File: src/rtl/seq_multiplier_if.sv
// seq_multiplier_if: issue/result bundle for the iterative multiplier.
//   x, y       - operands, sampled only when start is accepted
//   is_signed  - 1 = two's-complement operands, 0 = unsigned
//   start      - request, honoured only when the unit is idle or done
//   z          - 2*WIDTH-bit product, holds until the next completion
//   busy       - high while an operation is in flight
//   done       - one-cycle pulse, z is valid in that cycle
// Handshake: start is a request qualified by !busy; a request seen while
// busy is dropped, not queued. done is a single-cycle pulse with no back
// pressure; the consumer must capture z then or read the held value later.
interface seq_multiplier_if #(
  parameter int WIDTH = 8
);
  logic [WIDTH-1:0]   x;
  logic [WIDTH-1:0]   y;
  logic               is_signed;
  logic               start;
  logic [2*WIDTH-1:0] z;
  logic               busy;
  logic               done;

  modport master (
    output x, y, is_signed, start,
    input  z, busy, done
  );

  modport slave (
    input  x, y, is_signed, start,
    output z, busy, done
  );
endinterface

File: src/rtl/seq_multiplier.sv
// seq_multiplier: iterative shift-add multiplier, one multiplier bit per cycle.
// Ports:
//   clk        - clock, rising edge
//   rst        - synchronous active-high reset
//   mif        - seq_multiplier_if slave (x, y, is_signed, start, z, busy, done)
//   dbg_state  - current FSM state (0 IDLE, 1 CALC, 2 DONE)
// A start accepted in IDLE or DONE is followed by exactly WIDTH CALC cycles
// and then a DONE cycle carrying the product.
module seq_multiplier #(
  parameter int WIDTH = 8
) (
  input  logic                 clk,
  input  logic                 rst,
  seq_multiplier_if.slave      mif,
  output logic [1:0]           dbg_state
);

  localparam int PW    = 2 * WIDTH;
  localparam int CNT_W = $clog2(WIDTH);

  typedef enum logic [1:0] {
    IDLE = 2'd0,
    CALC = 2'd1,
    DONE = 2'd2
  } state_t;

  state_t           state_q, state_d;
  logic [CNT_W-1:0] cnt_q, cnt_d;
  logic [PW-1:0]    mcand_q, mcand_d;   // multiplicand, extended and shifted left each step
  logic [WIDTH-1:0] mplier_q, mplier_d; // multiplier, shifted right each step
  logic             sgn_q, sgn_d;
  logic [PW-1:0]    acc_q, acc_d;
  logic [PW-1:0]    z_q, z_d;
  logic             busy_q, busy_d;
  logic             done_q, done_d;

  logic [PW-1:0]    pp;
  logic [PW-1:0]    acc_next;

  // Partial product for the current multiplier bit. In signed mode the MSB of
  // the multiplier carries weight -2^(WIDTH-1), so the last step subtracts.
  always_comb begin
    pp       = mplier_q[0] ? mcand_q : '0;
    acc_next = (cnt_q == '0 && sgn_q) ? (acc_q - pp) : (acc_q + pp);
  end

  always_comb begin
    state_d  = state_q;
    cnt_d    = cnt_q;
    mcand_d  = mcand_q;
    mplier_d = mplier_q;
    sgn_d    = sgn_q;
    acc_d    = acc_q;
    z_d      = z_q;
    busy_d   = busy_q;
    done_d   = 1'b0;

    unique case (state_q)
      IDLE, DONE: begin
        if (mif.start) begin
          mcand_d  = {{WIDTH{mif.is_signed & mif.x[WIDTH-1]}}, mif.x};
          mplier_d = mif.y;
          sgn_d    = mif.is_signed;
          cnt_d    = CNT_W'(WIDTH - 1);
          acc_d    = '0;
          state_d  = CALC;
          busy_d   = 1'b1;
        end else begin
          state_d  = IDLE;
          busy_d   = 1'b0;
        end
      end
      CALC: begin
        acc_d    = acc_next;
        mcand_d  = mcand_q << 1;
        mplier_d = mplier_q >> 1;
        if (cnt_q == '0) begin
          z_d     = acc_next;
          state_d = DONE;
          busy_d  = 1'b0;
          done_d  = 1'b1;
        end else begin
          cnt_d   = cnt_q - 1'b1;
        end
      end
      default: begin
        state_d = IDLE;
        busy_d  = 1'b0;
      end
    endcase
  end

  always_ff @(posedge clk) begin
    if (rst) begin
      state_q  <= IDLE;
      cnt_q    <= '0;
      mcand_q  <= '0;
      mplier_q <= '0;
      sgn_q    <= 1'b0;
      acc_q    <= '0;
      z_q      <= '0;
      busy_q   <= 1'b0;
      done_q   <= 1'b0;
    end else begin
      state_q  <= state_d;
      cnt_q    <= cnt_d;
      mcand_q  <= mcand_d;
      mplier_q <= mplier_d;
      sgn_q    <= sgn_d;
      acc_q    <= acc_d;
      z_q      <= z_d;
      busy_q   <= busy_d;
      done_q   <= done_d;
    end
  end

  assign mif.z     = z_q;
  assign mif.busy  = busy_q;
  assign mif.done  = done_q;
  assign dbg_state = state_q;

endmodule

File: src/flat_wrapper.sv
// flat-port wrapper written by rule: the top's interface ports become plain ports
module seq_multiplier_flat 
#(
  parameter int WIDTH = 8
)
  (clk, rst, dbg_state, mif_x, mif_y, mif_is_signed, mif_start, mif_z, mif_busy, mif_done);
  seq_multiplier_if #(.WIDTH(WIDTH)) mif_i ();
  input  logic clk;
  input  logic rst;
  output logic [1:0] dbg_state;
  input wire logic [$bits(mif_i.x)-1:0] mif_x;
  input wire logic [$bits(mif_i.y)-1:0] mif_y;
  input wire logic [$bits(mif_i.is_signed)-1:0] mif_is_signed;
  input wire logic [$bits(mif_i.start)-1:0] mif_start;
  output wire logic [$bits(mif_i.z)-1:0] mif_z;
  output wire logic [$bits(mif_i.busy)-1:0] mif_busy;
  output wire logic [$bits(mif_i.done)-1:0] mif_done;
  assign mif_i.x = mif_x;
  assign mif_i.y = mif_y;
  assign mif_i.is_signed = mif_is_signed;
  assign mif_i.start = mif_start;
  assign mif_z = mif_i.z;
  assign mif_busy = mif_i.busy;
  assign mif_done = mif_i.done;
  seq_multiplier #(.WIDTH(WIDTH)) u_core (.clk(clk), .rst(rst), .mif(mif_i), .dbg_state(dbg_state));
endmodule
File: config.mk
export PLATFORM = sky130hd
export DESIGN_NAME = seq_multiplier_flat
export DESIGN_NICKNAME = d
export VERILOG_FILES = /design/src/rtl/seq_multiplier_if.sv /design/src/rtl/seq_multiplier.sv /design/src/flat_wrapper.sv
export SDC_FILE = /design/constraint.sdc
export NUM_CORES = 1
export LEC_CHECK = 0
export ABC_CLOCK_PERIOD_IN_PS = 3500
export CAP_MARGIN = 40
export CORE_ASPECT_RATIO = 0.7
export CORE_MARGIN = 5
export CORE_UTILIZATION = 56
export CTS_CLUSTER_DIAMETER = 60
export DETAILED_ROUTE_END_ITERATION = 8
export PLACE_DENSITY_LB_ADDON = 0.15
export SETUP_SLACK_MARGIN = 0.05
export SLEW_MARGIN = 25
export SYNTH_ARGS = -nofsm -noshare
export SYNTH_HDL_FRONTEND = slang
export SYNTH_SLANG_ARGS = --single-unit
File: constraint.sdc
create_clock -name clk -period 3.5 [get_ports clk]
set_input_delay 0.525 -clock clk [delete_from_list [all_inputs] [get_ports clk]]
set_output_delay 0.525 -clock clk [all_outputs]
set_load 0.02 [all_outputs]
==> results of run 1 <==
-- worst reg2reg max path: stages, from the launching register on --
cell and delay [ns]:
dfxtp_1 0.36, inv_1 0.06, ha_1 0.19, ha_1 0.25
and2_2 0.29, nor2_1 0.14, xor2_1 0.16, ha_1 0.32
a211oi_2 0.26, o21bai_1 0.17, o21ai_2 0.21, a21oi_1 0.11
or3_1 0.39, a32oi_1 0.21, nor2_1 0.05
-- report_power, final --
part           internal (W)  total [W]  leakage, nW  switching [W]
clock              0.000401   0.000696        0.105       0.000295
combinational      0.000478    0.00112        0.936       0.000642
sequential         0.000804   0.000873        0.515      0.0000688
-- cell usage after synthesis (all sizes together), types with 3 or more instances --
cell type and number:
a22oi 22, nor4b 3, inv 8, nor2 47, a211oi 8, or3 5, dfxtp 63, nor2b 4
o21ai 22, a21oi 47, nand3 5, nor3 19, nand2 54, nand2b 8, and2 3, clkbuf 19
buf 8, a211o 3, xnor2 12, o22ai 13, and3 3, xor2 8, o31ai 3, ha 18
-- logic make-up after synthesis --
family,after synthesis,share of synthesized area [%]
buffers and inverters,35,4.90
and+or+nand+nor,159,22.2
adders and majority gates,19,7.07
DFF,63,36.4
muxes,1,0.289
AOI/OAI and AO/OA,135,24.2
xor gates and xnor gates,20,5.05
-- flip-flops by register name, summed over array words and instances, names as in the netlist --
register / cells
u_core.cnt_q: 3
u_core.mif.z: 16
u_core.sgn_q: 1
u_core.dbg_state: 2
u_core.mplier_q: 8
u_core.mcand_q: 16
u_core.mif.done: 1
u_core.acc_q: 16
-- final timing paths --
| kind | cells past startpoint | slack [ns] | to | startpoint |
|---|---|---|---|---|
| min reg2reg | 2 | 0.45 | u_core.mif.z[15] | u_core.mif.z[15] |
| min | 2 | 0.45 | u_core.mif.z[7] | rst |
| max reg2reg | 14 | 0.24 | u_core.acc_q[14] | u_core.cnt_q[0] |
| max | 14 | 0.24 | u_core.acc_q[14] | u_core.cnt_q[0] |
-- per-stage QoR --
stage / total power [W] / hold WS, ns
final: 0.00269 / 0.452
after global routing: 0.00288 / 0.457
after CTS: 0.00267 / 0.456
after detailed placement: 0.00195 / 0.447
after global placement: 0.00193 / 0.444
after floorplan: 0.00171 / 0.436
-- metal layers --
metal  track usage [%]  wire length [um]
met4              6.03                93
met2              34.0              3750
met3              6.52               460
met1              28.2              4010
met5                 0                 0
-- layout make-up --
cell class                 count  area, sq um
multi-input combinational    334         2060
fill                         547         1990
sequential                    63         1260
timing repair buffer          47          458
clock buffer                   9          124
clock inverter                 7         97.6
tap                           78         97.6
inverter                       8         30.0
==> flow_summary.yaml, run 1 <==
outcome:
  status: "completed"
drt:
  wire_per_inst_um: 15.2
  dr_total_vias: 3223
  ant_nets: 0
  dr.first_iter.drc_count: 227
  finalWirelength_mm: 8.32
  drt-pass1-iter-count: 5
  drt-vias-per-instance: 5.90
  drc: 0
placed_design:
  detailedPlace.worstSlack_ns: 0.136
  placed_cell_area_sq_mm: 0.00386
  dp_cells: 529
  port_buffers: 39
  gp_congestion: 0.937
  dp_hpwl_mm: 5.70
logic_synthesis:
  syn-instance-count: 432
  synth-main-ff-cell: "dfxtp_1"
  synth_top_area_share_pct: 36.4
  synthArstFlopShare_pct: 0
  synth_cell_type_count: 51
  synth_edf_count: 0
  mappedNetlistArea_sq_mm: 0.00347
  ys_ff_latch: 63
  synth_top_cell_by_area: "dfxtp_1"
  syn-mean-instance-area_sq_um: 8.03
  synth_area_leaders: "dfxtp_1 (36%), a21oi_1 (6.8%), ha_1 (6.5%), nand2_1 (5.8%), nor2_1 (4.9%)"
  yosysSeqAreaShare_pct: 36.4
  ys_warn_count: 0
  syn-num-nets: 471
critical_path:
  path_cells: "inv_1 > ha_1 > ha_1 > and2_2 > nor2_1 > xor2_1 > ha_1 > a211oi_2 > o21bai_1 > o21ai_2 > a21oi_1 > or3_1 > a32oi_1 > nor2_1"
  cp.arrival_ns: 3.49
  path_class: "flop to flop"
  slowest_delay_ns: 0.39
  crit_path_end_kind: "flop"
  slowest_stage: "or3_1"
  critPathTopFamily: "compound AO/OA/AOI/OAI gates"
  cp.required_ns: 3.74
  worst_setup_path_start_kind: "flop"
  crit_path_frequent_cell: "ha_1"
  crit_fanout: 8
  path_buf_inv: 1
finish:
  layout-drive-gt1-share_pct: 8.12
  layout_common_cells: "dfxtp_1 (63), nand2_1 (53), a21oi_1 (47), nor2_1 (45), clkdlybuf4s50_1 (38)"
  final_cells: 546
  fin_util_pct: 67.4
  nNetsFinal: 502
  n_antenna_cell: 0
  area_delta_synth_final_pct: 19.1
  final_area_sq_mm: 0.00413
  final_common_cell: "dfxtp_1"
timing:
  max-slew-margin-rel_pct: 45.9
  fin_skew_ns: 0.00832
  slew_violations: 0
  worst_pin_slew_ns: 0.812
  rsz0062_at_grt: "no"
  fin_tns_setup_ns: 0
  post-route-min-period_ns: 3.26
  setup_viol: 0
  finalCritPeriodShare_pct: 93.1
  setup_slack_ns: 0.240
  max_freq_mhz: 307
  hold_viol: 0
clock_tree:
  clk_latency_ns: 0.34
  cts_tree: "built"
  cts-buffers-inserted: 9
  cts_buffer_depth: 2
  root_buffer: "clkbuf_8"
  cts_hold_buf: 0
  cts_num_sinks: 63
  ctsResizeCount: 1
  htreeDepth: 3
  clk_pin_slew_ns: 0.07
  post_cts_buffers: 0
floorplan:
  dieWidth_um: 104
  die_y_um: 75.9
  rows: 24
  design.core.area_sq_mm: 0.00613
  dieArea_sq_mm: 0.00789
  ioPinCount: 40
  start_util_pct: 56.6
run:
  drv_cap: 0
global_routing:
  antenna_found_initial: 0
  grt_overflow: 0
  grt_first_pass_wirelength_mm: 13.7
  grt_usage_pct: 21.2
  grt_max_degree: 47
  grt_pass1_vias: 2874
power:
  peakVddDrop_v: 0.000309
  p_leak_nw: 1.56
  p_per_area_mw_per_mm2: 651
hold_path:
  hold_path_class: "input pin to flop"
No activity file was read; power rests on OpenSTA's default activity.
==> inputs of run 2 (changes only) <==
- ABC_CLOCK_PERIOD_IN_PS: 3500 -> unset
- MAX_ROUTING_LAYER: unset -> met4
==> flow_summary.yaml, run 2 (synthesis results as in run 1) <==
outcome:
  status: "completed"
global_routing:
  grt_pass1_vias: 2879
  antenna_found_initial: 0
  grt_overflow: 0
  grt_first_pass_wirelength_mm: 13.6
  grt_max_degree: 47
  grt_usage_pct: 21.9
clock_tree:
  cts-buffers-inserted: 9
  cts_num_sinks: 63
  clk_latency_ns: 0.35
  cts_hold_buf: 0
  htreeDepth: 3
  root_buffer: "clkbuf_8"
  clk_pin_slew_ns: 0.07
  cts_tree: "built"
  cts_buffer_depth: 2
timing:
  hold_viol: 0
  holdWs_ns: 0.451
  post-route-min-period_ns: 3.26
  slew_violations: 0
  worst_pin_slew_ns: 0.806
  setup_viol: 0
  fin_skew_ns: 0.0114
  setup_slack_ns: 0.242
  max_freq_mhz: 307
  fin_tns_setup_ns: 0
  rsz0062_at_grt: "no"
  max-slew-margin-rel_pct: 46.3
  finalCritPeriodShare_pct: 93.1
hold_path:
  min_to: "u_core.mif.z[7]"
  whs_path_depth: 2
  min-delay-start: "rst"
  hold_path_class: "input pin to flop"
finish:
  area_delta_synth_final_pct: 19.1
  final_common_cell: "dfxtp_1"
  fin_util_pct: 67.4
  nNetsFinal: 502
  layout-drive-gt1-share_pct: 8.12
  n_antenna_cell: 0
  layout_common_cells: "dfxtp_1 (63), nand2_1 (53), a21oi_1 (47), nor2_1 (45), clkdlybuf4s50_1 (38)"
floorplan:
  die_y_um: 75.9
  ioPinCount: 40
  start_util_pct: 56.6
  rows: 24
  design.core.area_sq_mm: 0.00613
  dieArea_sq_mm: 0.00789
  dieWidth_um: 104
critical_path:
  cp.required_ns: 3.74
  rr_worst_depth: 14
  crit_path_end_kind: "flop"
  worst_setup_path_start_kind: "flop"
  cp.arrival_ns: 3.50
  rrSetupSlack_ns: 0.24
  r2r_end: "u_core.acc_q[14]"
  path_class: "flop to flop"
  r2r-start: "u_core.cnt_q[0]"
  crit_fanout: 8
drt:
  drt-pass1-iter-count: 5
  ant_nets: 0
  drc: 0
  finalWirelength_mm: 8.37
  dr_total_vias: 3212
  wire_per_inst_um: 15.3
  dr.first_iter.drc_count: 170
  drt-vias-per-instance: 5.88
power:
  peakVddDrop_v: 0.000310
  totalPowerFinal_w: 0.00270
  p_leak_nw: 1.56
  p_per_area_mw_per_mm2: 652
run:
  drv_cap: 0
placed_design:
  detailedPlace.worstSlack_ns: 0.136
  dp_hpwl_mm: 5.70
  gp_congestion: 0.954
  port_buffers: 39
[run 2: cell counts in the layout (fill, tap and decap cells not counted)]
No cell type changed its count.
[run 2: area by class of cell]
class,instances,area (sq um)
clock buffer,9,124
clock inverter,7,97.6
fill,547,1990
inverter,8,30.0
multi-input combinational,334,2060
sequential,63,1260
tap,78,97.6
timing repair buffer,47,458
[run 2: stage by stage]
stage,cells,cell area (sq um)
final,546,4130
after global routing,546,4130
after CTS,545,4090
after detailed placement,529,3860
after global placement,529,3860
after floorplan,432,3470
[run 2: routing by layer]
| metal | share of wire (%) | global-route usage, % |
|---|---|---|
| met1 | 48 | 28.3 |
| met2 | 46 | 34.0 |
| met3 | 4.4 | 6.18 |
| met4 | 0.96 | 6.03 |
| met5 | 0 | - |
[run 2: worst max path at each step]
stage	from	endpoint	slack (ns)	cells past startpoint
after floorplan	u_core.cnt_q[0]	u_core.acc_q[14]	0.42	14
after global placement	u_core.cnt_q[0]	u_core.acc_q[14]	0.26	13
after detailed placement	u_core.cnt_q[0]	u_core.acc_q[14]	0.14	13
after CTS	u_core.cnt_q[0]	u_core.acc_q[14]	0.14	14
after global routing	u_core.mcand_q[2]	u_core.acc_q[15]	0.05	14
final	u_core.cnt_q[0]	u_core.acc_q[14]	0.24	14
[run 2: what timing repair did]
item                                    4_1_cts  5_1_grt
endpoints found under the setup margin        1        7
setup buffers                                 0        0
resized for setup                             1        7
[run 2: report_power, final]
| group | leakage [nW] | internal (W) | switching (W) | total, W |
|---|---|---|---|---|
| clock network | 0.105 | 0.000401 | 0.000300 | 0.000701 |
| logic | 0.936 | 0.000478 | 0.000643 | 0.00112 |
| registers | 0.515 | 0.000804 | 0.0000690 | 0.000873 |
| total | 1.56 | 0.00168 | 0.00101 | 0.00270 |
[run 2: critical path, cell delays in order, from the launching register on]
cell and delay (ns):
dfxtp_1 0.36, inv_1 0.06, ha_1 0.19, ha_1 0.24, and2_2 0.29, nor2_1 0.13
xor2_1 0.16, ha_1 0.32, a211oi_2 0.26, o21bai_1 0.17, o21ai_2 0.21, a21oi_1 0.11
or3_1 0.39, a32oi_1 0.21, nor2_1 0.05
